--- config.mk ---
export PLATFORM = sky130hd
export DESIGN_NAME = dmem_wait_state_bridge
export DESIGN_NICKNAME = d
export VERILOG_FILES = /design/src/rtl/dmem_wait_state_bridge.sv
export SDC_FILE = /design/constraint.sdc
export NUM_CORES = 1
export LEC_CHECK = 0
export CORE_AREA = 2 2 100 102
export DETAILED_ROUTE_END_ITERATION = 10
export DIE_AREA = 0 0 102 104
export GPL_ROUTABILITY_DRIVEN = 0
export HOLD_SLACK_MARGIN = 0.1
export MAX_ROUTING_LAYER = met4
export PLACE_DENSITY_LB_ADDON = 0.25
export SLEW_MARGIN = 20
export SYNTH_ARGS = -nofsm -noshare
export SYNTH_HDL_FRONTEND = slang
export SYNTH_SLANG_ARGS = --single-unit
--- constraint.sdc ---
create_clock -name clk_i -period 1.9 [get_ports clk_i]
set_clock_uncertainty 0.1 [all_clocks]
set_input_delay 0.57 -clock clk_i [delete_from_list [all_inputs] [get_ports clk_i]]
set_output_delay 0.57 -clock clk_i [all_outputs]
set_load 0.02 [all_outputs]
--- src/rtl/dmem_wait_state_bridge.sv ---
// Req/ack data-memory port to synchronous-read SRAM bridge with a fixed number of
// wait states ahead of each SRAM strobe and optional misalignment rejection.
module dmem_wait_state_bridge #(
    parameter int unsigned ADDR_WIDTH  = 32,
    parameter int unsigned DATA_WIDTH  = 32,
    parameter int unsigned WAIT_CYCLES = 2,
    parameter bit          ALIGN_CHECK = 1'b1
) (
    input  logic                  clk_i,
    input  logic                  arst_ni,
    input  logic                  req_i,
    input  logic                  we_i,
    input  logic [ADDR_WIDTH-1:0] addr_i,
    input  logic [DATA_WIDTH-1:0] wdata_i,
    output logic [DATA_WIDTH-1:0] rdata_o,
    output logic                  ack_o,
    output logic                  err_o,
    output logic                  busy_o,
    output logic                  mem_en_o,
    output logic                  mem_we_o,
    output logic [ADDR_WIDTH-1:0] mem_addr_o,
    output logic [DATA_WIDTH-1:0] mem_wdata_o,
    input  logic [DATA_WIDTH-1:0] mem_rdata_i
);

    localparam int unsigned CNT_W = (WAIT_CYCLES == 0) ? 1 : $clog2(WAIT_CYCLES + 1);
    localparam logic [CNT_W-1:0] CNT_LOAD = CNT_W'(WAIT_CYCLES);
    localparam logic [CNT_W-1:0] CNT_ONE  = CNT_W'(1);

    typedef enum logic [2:0] {
        S_IDLE,
        S_WAIT,
        S_ACCESS,
        S_RESP,
        S_ERR
    } state_e;

    state_e                  state_q;
    logic [CNT_W-1:0]        cnt_q;
    logic [CNT_W-1:0]        cnt_d;
    logic                    we_q;
    logic [ADDR_WIDTH-1:0]   addr_q;
    logic [DATA_WIDTH-1:0]   wdata_q;
    logic                    ack_q;
    logic                    err_q;
    logic                    busy_q;
    logic                    mem_en_q;
    logic                    mem_we_q;
    logic                    misaligned;

    assign misaligned = ALIGN_CHECK && (addr_i[1:0] != 2'b00);

    // Saturating decrement so the counter can never wrap.
    assign cnt_d = (cnt_q != '0) ? (cnt_q - CNT_ONE) : cnt_q;

    always_ff @(posedge clk_i or negedge arst_ni) begin
        if (!arst_ni) begin
            state_q  <= S_IDLE;
            cnt_q    <= '0;
            we_q     <= 1'b0;
            addr_q   <= '0;
            wdata_q  <= '0;
            ack_q    <= 1'b0;
            err_q    <= 1'b0;
            busy_q   <= 1'b0;
            mem_en_q <= 1'b0;
            mem_we_q <= 1'b0;
        end else begin
            ack_q    <= 1'b0;
            err_q    <= 1'b0;
            mem_en_q <= 1'b0;
            mem_we_q <= 1'b0;
            case (state_q)
                S_IDLE: begin
                    if (req_i) begin
                        we_q    <= we_i;
                        addr_q  <= addr_i;
                        wdata_q <= wdata_i;
                        cnt_q   <= CNT_LOAD;
                        busy_q  <= 1'b1;
                        if (misaligned) begin
                            state_q <= S_ERR;
                            ack_q   <= 1'b1;
                            err_q   <= 1'b1;
                        end else if (WAIT_CYCLES == 0) begin
                            state_q  <= S_ACCESS;
                            mem_en_q <= 1'b1;
                            mem_we_q <= we_i;
                        end else begin
                            state_q <= S_WAIT;
                        end
                    end
                end
                S_WAIT: begin
                    cnt_q <= cnt_d;
                    if (cnt_q <= CNT_ONE) begin
                        state_q  <= S_ACCESS;
                        mem_en_q <= 1'b1;
                        mem_we_q <= we_q;
                    end
                end
                S_ACCESS: begin
                    state_q <= S_RESP;
                    ack_q   <= 1'b1;
                end
                S_RESP: begin
                    state_q <= S_IDLE;
                    busy_q  <= 1'b0;
                end
                S_ERR: begin
                    state_q <= S_IDLE;
                    busy_q  <= 1'b0;
                end
                default: begin
                    state_q <= S_IDLE;
                    busy_q  <= 1'b0;
                end
            endcase
        end
    end

    assign ack_o       = ack_q;
    assign err_o       = err_q;
    assign busy_o      = busy_q;
    assign mem_en_o    = mem_en_q;
    assign mem_we_o    = mem_we_q;
    assign mem_addr_o  = addr_q;
    assign mem_wdata_o = wdata_q;

    // SRAM data arrives the cycle after the strobe, which is exactly the RESP cycle.
    assign rdata_o = ((state_q == S_RESP) && !we_q) ? mem_rdata_i : '0;

endmodule
; ---- Yosys cells after proc, flatten, opt, wreduce, memory -nomap -nowiden
; Index checks and enable logic that the tools add are counted.
[totals]
input_bits = 100
regBits = 75
[op_classes]
eq_ne = 6
mux = 18
add_sub_neg = 1
order_cmp = 1
n_reduce_logical = 11
n_bitwise = 1
[ops]
columns = cell, count
row1 = $mux 32, 1
row2 = $mux 3, 3
row3 = $pmux 3 s3, 1
row4 = $mux 1, 8
row5 = $eq 3x2->1 const B, 2
row6 = $ne 2x2->1 const B, 3
row7 = $reduce_and 2->1, 3
row8 = $reduce_bool 2->1, 3
row9 = $mux 2, 2
row10 = $pmux 1 s2, 2
row11 = $pmux 2 s2, 1
row12 = $eq 3x1->1 const B, 1
row13 = $logic_not 3->1, 1
row14 = $reduce_and 3->1, 1
row15 = $le 2x1->1 const B, 1
row16 = $reduce_or 2->1, 1
row17 = $sub 2x1->2 const B, 1
row18 = $logic_and 1x1->1, 1
row19 = $logic_not 1->1, 1
row20 = $not 1->1, 1

; ---- Depth between registers and ports, before layout
; Gate-level depths: netlist of the first run.
[logic_depth]
word_depth = 4
depth_mapped = 6

; ---- Worst setup path before layout of the first run
; Ideal clock, no wire load.
[synth_path]
path_type = flip-flop to output port
startpoint = register state_q[0]
endpoint = output rdata_o[10]
path_buffers = 2
required_time_ns = 1.230
setup_slack_ns = -0.106
path_stages_with_launch = 5
arrival_time_ns = 1.336
cell_sequence = dfrtp_1 clkbuf_1 and4bb_2 clkbuf_1 and2_1
[synth_via]
elab_chain_cells = 3
[synth_lines]
columns = item, line_no
row1 = "start, declared", 38  ; state_e state_q;
row2 = "start signal, assigned", 58  ; state_q <= S_IDLE;
row3 = "start signal, assigned", 82  ; state_q <= S_ERR;
row4 = "start signal, assigned", 86  ; state_q <= S_ACCESS;
row5 = $eq 3x2->1, 131  ; assign rdata_o = ((state_q == S_RESP) && !we_q) ? mem_rdata_i : '0;
row6 = $logic_and 1x1->1, 131
row7 = $mux 32, 131
row8 = "end, declared", 15  ; output logic [DATA_WIDTH-1:0] rdata_o,
; No other way between the ends.

; ---- Worst setup path after layout of the first run
[layout_path]
startpoint = register we_q
endpoint = output rdata_o[7]
[layout_via]
elab_chain_cells = 3
[layout_lines]
columns = item, line_no
row1 = "start, declared", 41  ; logic we_q;
row2 = "start signal, assigned", 76  ; we_q <= we_i;
row3 = $logic_not 1->1, 131
row4 = $logic_and 1x1->1, 131
row5 = $mux 32, 131
; No other way between the ends.

==> reports/results.ini, run 1 <==
[run_status]
status=complete, but fails checks
failed_checks=setup timing

[synthesis]
synth_top_family_by_area=multiplexers
synth_cell_types=26
synth.area.mux_share=0.237
synth_compound_area_frac=0.0126
ys_ff_latch=75
ys_seq_area_frac=0.607
syn-num-nets=316
synthXorXnorAreaFrac=0
ys_warn_count=0
synth_fa_ha_area_frac=0.00810
syn_area_um2=3090
syn_avg_cell_area_um2=14.4
synth-simple-area-share=0.111
synthCells=214

[clocking]
clk_path_buf_depth=2
clkTransAtPathRegs_ps=70
cts_tree=built
cts_root_buf=clkbuf_8
worstSkewPairLatency_ps=330
cts_buffers=9
cts_sinks=75
ctsHoldBuffers=0
htreeDepth=3

[worst_setup_path]
cp_max_fo=16
end_kind=output pin
r2r_end=mem_addr_o[1]
crit_start=we_q
cp_slowest_cell=and4bb_4
critPathMaxStageDelay_ps=390
r2r_setup_slack_ps=70
worstPathRequired_ps=1230
cpLargestDelayFamily=simple AND/OR/NAND/NOR gates
arrival_ps=1530
critPathKind=reg -> out
reg2reg_from=state_q[0]
cp_num_cells=4
cp-start-kind=flip-flop
cp-endpoint=rdata_o[7]
critical_path_buf_inv_count=2
path_cells=and4bb_4 -> buf_12 -> and2_2 -> buf_6
r2r_cells=5

[sta]
setup_viol=32
rsz0062_at_grt=true
max_freq_ghz=0.455
drv_slew=0
min_period_ps=2200
relSlewSlack=0.724
setup_tns_ps=-9110
fin_crit_sh=1.16
fin_ws_ps=-300
hold_viol=0
worst_hold_slack_ps=120
worst_pin_slew_ps=414

[pwr]
combinationalPowerShare=0.504
p_leak_uw=0.00255
power.share.clock=0.142
netSwitchingFraction=0.364
ir_drop_uv=462
p_per_area_nw_per_um2=1350
seq_power_share=0.355
internal_power_uw=4870
p_sw_uw=2790

[grt]
track_usage=0.153
grt_pass1_wl_mm=12.2
grt-ovfl-total=0
grt_antenna_before_repair=0
grt_pass1_vias=2502
grt_max_degree=76

[floorplan]
initial_core_util=0.324
ios=201
dieArea_um2=10600
die_h_um=104
die_w_um=102
core_um2=9550
row_count=36

[cells_and_area]
final_cell_mix=clkdlybuf4s50_1 (97), dfrtp_1 (75), dlygate4sd2_1 (69)
finalNetCount=533
drive_above_1_share=0.367
insertedDiodeCount=0
final_common_cell=clkdlybuf4s50_1
syn_to_final_growth_pct=82.9

[drt]
routed_wl_mm=8.23
vias=2512
drt-initial-drc-count=42
avgRoutedWirePerCell_um=14.5
dr.pass1.iters=4
drt.antenna.violating_nets=0
avgViaCountPerCell=4.41
drc=0

[placement]
dp_hpwl_mm=6.09
port_buffers=200

[flow_run]
cap_violations=0

[min_path]
hold_class=in -> async

==> stage by stage <==
stage / power [uW] / instances / setup slack (ps) / utilization / area, um2
final: 7650 / 569 / -300 / 0.592 / 5650
after global routing: 8130 / 569 / -366 / 0.592 / 5650
after CTS: 7630 / 563 / -380 / 0.577 / 5510
after detailed placement: 7050 / 547 / -584 / 0.564 / 5390
after global placement: 6960 / 547 / -598 / 0.564 / 5390
after floorplan: 4890 / 214 / -0.272 / - / 3130
==> cells in the mapped netlist <==
cell type | number | area share
or3b_2 | 2 | 0.0057
inv_1 | 2 | 0.0024
and2_1 | 35 | 0.071
or4b_1 | 1 | 0.0032
buf_6 | 1 | 0.0036
and4bb_2 | 1 | 0.0040
nor3_1 | 1 | 0.0016
a21oi_1 | 2 | 0.0032
ha_1 | 2 | 0.0081
o21ai_0 | 3 | 0.0049
nor2_1 | 2 | 0.0024
nand2_1 | 1 | 0.0012
dfrtp_1 | 75 | 0.61
buf_4 | 1 | 0.0024
clkbuf_1 | 4 | 0.0049
mux2_1 | 6 | 0.022
buf_2 | 7 | 0.011
nand2b_1 | 1 | 0.0020
a31oi_1 | 1 | 0.0020
nor2b_1 | 1 | 0.0020
nand3b_1 | 2 | 0.0049
nor4b_1 | 1 | 0.0028
mux2_2 | 59 | 0.21
nor4b_4 | 1 | 0.0077
a22oi_1 | 1 | 0.0024
or2_2 | 1 | 0.0020
==> worst min path at each step <==
stage,from,endpoint,slack (ps),cells past startpoint
2_1_floorplan,arst_ni,ack_o,170,0
3_3_place_gp,mem_wdata_o[24],mem_wdata_o[24],370,1
3_5_place_dp,mem_wdata_o[23],mem_wdata_o[23],380,1
4_1_cts,arst_ni,mem_addr_o[21],140,2
5_1_grt,arst_ni,mem_addr_o[16],160,2
6_report,arst_ni,mem_addr_o[21],120,2
==> timing repair <==
action / CTS / global route
pin swaps: 1 / 3
endpoints found under the hold margin: 0 / 0
buffers inserted: 0 / 1
gates cloned: 0 / 5
setup endpoints to repair: 126 / 92
resized for setup: 260 / 8
==> power groups by stage <==
stage                     clock (uW)  sequential, uW  combinational, uW
after global routing            1200            2820               4110
after global placement             0            2740               4220
after floorplan                    0            3690               1200
after CTS                       1140            2720               3760
after detailed placement           0            2790               4260
final                           1090            2710               3850
==> routing by layer <==
layer / share of wire / track usage / up-vias
li1: - / - / 1166
met1: 0.40 / 0.172 / 1195
met2: 0.50 / 0.255 / 142
met3: 0.082 / 0.0383 / 9
met4: 0.013 / 0.0657 / 0
met5: 0 / - / -
==> registers in the layout (all words and copies together), names as in the netlist <==
name	flops
busy_o	1
err_o	1
mem_addr_o	32
ack_o	1
mem_en_o	1
mem_we_o	1
we_q	1
mem_wdata_o	32
cnt_q	2
state_q	3
==> logic make-up (layout without fill, tap and decap cells) <==
family                   after synthesis  count (layout)
AO/OA/AOI/OAI                          7               7
adder cells (fa/ha/maj)                2               2
buffers and inverters                 15             237
flip-flops                            75              75
multiplexers                          65              65
AND/OR/NAND/NOR                       50              50
==> layout make-up <==
cell class | count | area (um2)
repair buffers | 219 | 2250
clock inverters | 2 | 10.0
flip-flops and latches | 75 | 1880
clock buffers | 14 | 163
well taps | 133 | 166
inverters | 2 | 7.51
fillers | 824 | 3900
multi-input cells | 124 | 1180
No activity file was read; power rests on OpenSTA's default activity.
==> run 2: changes to the inputs <==
--- a/config.mk
+++ b/config.mk
@@ -5,9 +5,9 @@
 export SDC_FILE = /design/constraint.sdc
 export NUM_CORES = 1
 export LEC_CHECK = 0
-export CORE_AREA = 2 2 100 102
+export CORE_AREA = 2 2 96 107
 export DETAILED_ROUTE_END_ITERATION = 10
-export DIE_AREA = 0 0 102 104
+export DIE_AREA = 0 0 98 109
 export GPL_ROUTABILITY_DRIVEN = 0
 export HOLD_SLACK_MARGIN = 0.1
 export MAX_ROUTING_LAYER = met4
==> run 2 against run 1 <==
The flow still finishes with violations (setup timing); utilization decreased by 0.67 points; hold slack improved by 16 ps; die area increased by 0.70%; setup slack got worse by 2.0 ps; clock power increased by 12%; combinational power increased by 1%; maximum frequency about the same; non-clock buffer count increased by 1; register-to-register slack about the same; cell count decreased by 2.1%; clock-buffer cell count decreased by 3; via count decreased by 0.36%.
==> reports/results.ini, run 2 (same netlist as run 1, synthesis figures left out) <==
[floorplan]
die_h_um=109  ; was 104 um
initial_core_util=0.320  ; was 0.324
dieArea_um2=10700  ; was 10600 um2
row_count=38  ; was 36
core_um2=9650  ; was 9550 um2
ios=201  ; unchanged
die_w_um=98  ; was 102 um

[cells_and_area]
final_util=0.585  ; was 0.592
seq_area_um2=1880  ; unchanged
final_common_cell=clkdlybuf4s50_1  ; unchanged
drive_above_1_share=0.371  ; was 0.367
multiInputGateArea_um2=1170  ; was 1180 um2
stdcell_area_um2=5650  ; about the same
insertedDiodeCount=0  ; unchanged
fillers=798  ; was 824
finalNetCount=534  ; was 533
final_cell_mix=clkdlybuf4s50_1 (97), dfrtp_1 (75), dlygate4sd2_1 (69)  ; unchanged
syn_to_final_growth_pct=82.8  ; was 82.9%
fin_cells=557  ; was 569

[worst_setup_path]
r2r_cells=5  ; unchanged
cp-start-kind=flip-flop  ; unchanged
r2r_end=mem_wdata_o[10]  ; was mem_addr_o[1]
worstPathRequired_ps=1230  ; about the same
cp-endpoint=rdata_o[4]  ; was rdata_o[7]
cp_slowest_cell=dfrtp_1  ; was and4bb_4
crit_start=state_q[1]  ; was we_q
critPathKind=reg -> out  ; unchanged
arrival_ps=1530  ; about the same
end_kind=output pin  ; unchanged
critPathMaxStageDelay_ps=400  ; was 390 ps
path_cells=and4bb_2 -> buf_12 -> and2_2 -> buf_4  ; was and4bb_4 -> buf_12 -> and2_2 -> buf_6
r2r_setup_slack_ps=60  ; was 70 ps
reg2reg_from=state_q[1]  ; was state_q[0]
cp_max_fo=32  ; was 16

[grt]
track_usage=0.156  ; was 0.153
grt_pass1_vias=2482  ; was 2502
globalRouteMet3Util=0.0423  ; was 0.0383
met2_usage=0.257  ; was 0.255
grt_antenna_before_repair=0  ; unchanged
grt_max_degree=76  ; unchanged
grt_pass1_wl_mm=12.5  ; was 12.2 mm
grtUsageMet1=0.180  ; was 0.172
grt-ovfl-total=0  ; unchanged
busiest_layer=met2  ; unchanged

[sta]
min_period_ps=2200  ; about the same
fin_crit_sh=1.16  ; about the same
hold_viol=0  ; unchanged
fin_ws_ps=-302  ; was -300 ps
worst_pin_slew_ps=487  ; was 414 ps
setup_viol=32  ; unchanged
drv_slew=0  ; unchanged
rsz0062_at_grt=true  ; unchanged
max_freq_ghz=0.454  ; was 0.455 GHz
relSlewSlack=0.670  ; was 0.724

[clocking]
clk_path_buf_depth=2  ; unchanged
htreeDepth=3  ; unchanged
cts_root_buf=clkbuf_8  ; unchanged
cts_buffers=9  ; unchanged
cts_tree=built  ; unchanged
clkTransAtPathRegs_ps=80  ; was 70 ps
cts_sinks=75  ; unchanged
worstSkewPairLatency_ps=350  ; was 330 ps

[drt]
avgViaCountPerCell=4.49  ; was 4.41
dr.pass1.iters=4  ; unchanged
drt-initial-drc-count=67  ; was 42
drc=0  ; unchanged
vias=2503  ; was 2512
drt.antenna.violating_nets=0  ; unchanged
avgRoutedWirePerCell_um=15.1  ; was 14.5 um
routed_wl_mm=8.43  ; was 8.23 mm

[pwr]
ir_drop_uv=476  ; was 462 uV
p_sw_uw=2850  ; was 2790 uW
p_per_area_nw_per_um2=1390  ; was 1350 nW/um2
netSwitchingFraction=0.364  ; about the same
power.share.clock=0.155  ; was 0.142
combinationalPowerShare=0.497  ; was 0.504
internal_power_uw=4980  ; was 4870 uW
seq_power_share=0.347  ; was 0.355
p_leak_uw=0.00256  ; was 0.00255 uW

[placement]
dp_cells=535  ; was 547
postPlaceCellArea_um2=5360  ; was 5390 um2
dp_hpwl_mm=6.01  ; was 6.09 mm
port_buffers=200  ; unchanged

[run_status]
failed_checks=setup timing  ; unchanged
status=complete, but fails checks  ; unchanged

[min_path]
hold_class=in -> async  ; unchanged

[flow_run]
cap_violations=0  ; unchanged

run 2: cell types whose count changed in the layout (fill, tap and decap cells not counted), sizes merged:
cell	change
clkinvlp	+1
clkinv	+1
bufinv	+1
clkbuf	-3
buf	+1
run 2: metal layers:
metal / routed length, um / share of wire / vias up
met5: 0 / 0 / -
li1: - / - / 1170
met4: 138 / 0.016 / 0
met2: 4340 / 0.51 / 128
met3: 566 / 0.067 / 11
met1: 3380 / 0.40 / 1194
run 2: critical path, delay by kind of cell (launching register included):
family / cells / cell delay [ps]
buf+inv: 2 / 310
flops: 1 / 400
simple gates: 2 / 460
run 2: power groups by stage:
| stage | Clock (uW) | Combinational, uW | Sequential (uW) |
|---|---|---|---|
| global placement | 0 | 4210 | 2740 |
| detailed placement | 0 | 4250 | 2790 |
| global route | 1340 | 4140 | 2850 |
| floorplan | 0 | 1200 | 3690 |
| finish | 1220 | 3900 | 2720 |
| CTS | 1260 | 3750 | 2730 |
run 2: worst min-delay path by stage:
stage                      end  cells past startpoint
5_1_grt        mem_wdata_o[25]                      2
3_5_place_dp   mem_wdata_o[24]                      1
6_report       mem_wdata_o[24]                      2
3_3_place_gp   mem_wdata_o[22]                      1
4_1_cts        mem_wdata_o[24]                      2
2_1_floorplan            ack_o                      0
run 2: per-stage QoR:
stage | setup TNS [ps] | power (uW) | setup slack, ps | hold slack (ps)
global route | -10300 | 8320 | -374 | 142
global placement | -36850 | 6950 | -591 | 370
floorplan | -8.17 | 4890 | -0.272 | 174
CTS | -8730 | 7740 | -333 | 131
finish | -8030 | 7830 | -302 | 136
detailed placement | -37880 | 7040 | -578 | 378
run 2: timing repair:
item                                   in CTS  in global routing
buffers inserted                            1                  0
endpoints found under the hold margin       0                  0
hold buffers                                0                  0
resized for setup                         255                  8
setup endpoints to repair                 101                 90
gates cloned                                0                  6
pin swaps                                   1                  1
run 2: cell type report:
type,count,share of cell area
clock buffers,11,0.0250
clock inverters,5,0.00930
inverters,2,0.00133
multi-input cells,124,0.208
flip-flops and latches,75,0.332
well taps,120,0.0266
repair buffers,220,0.397
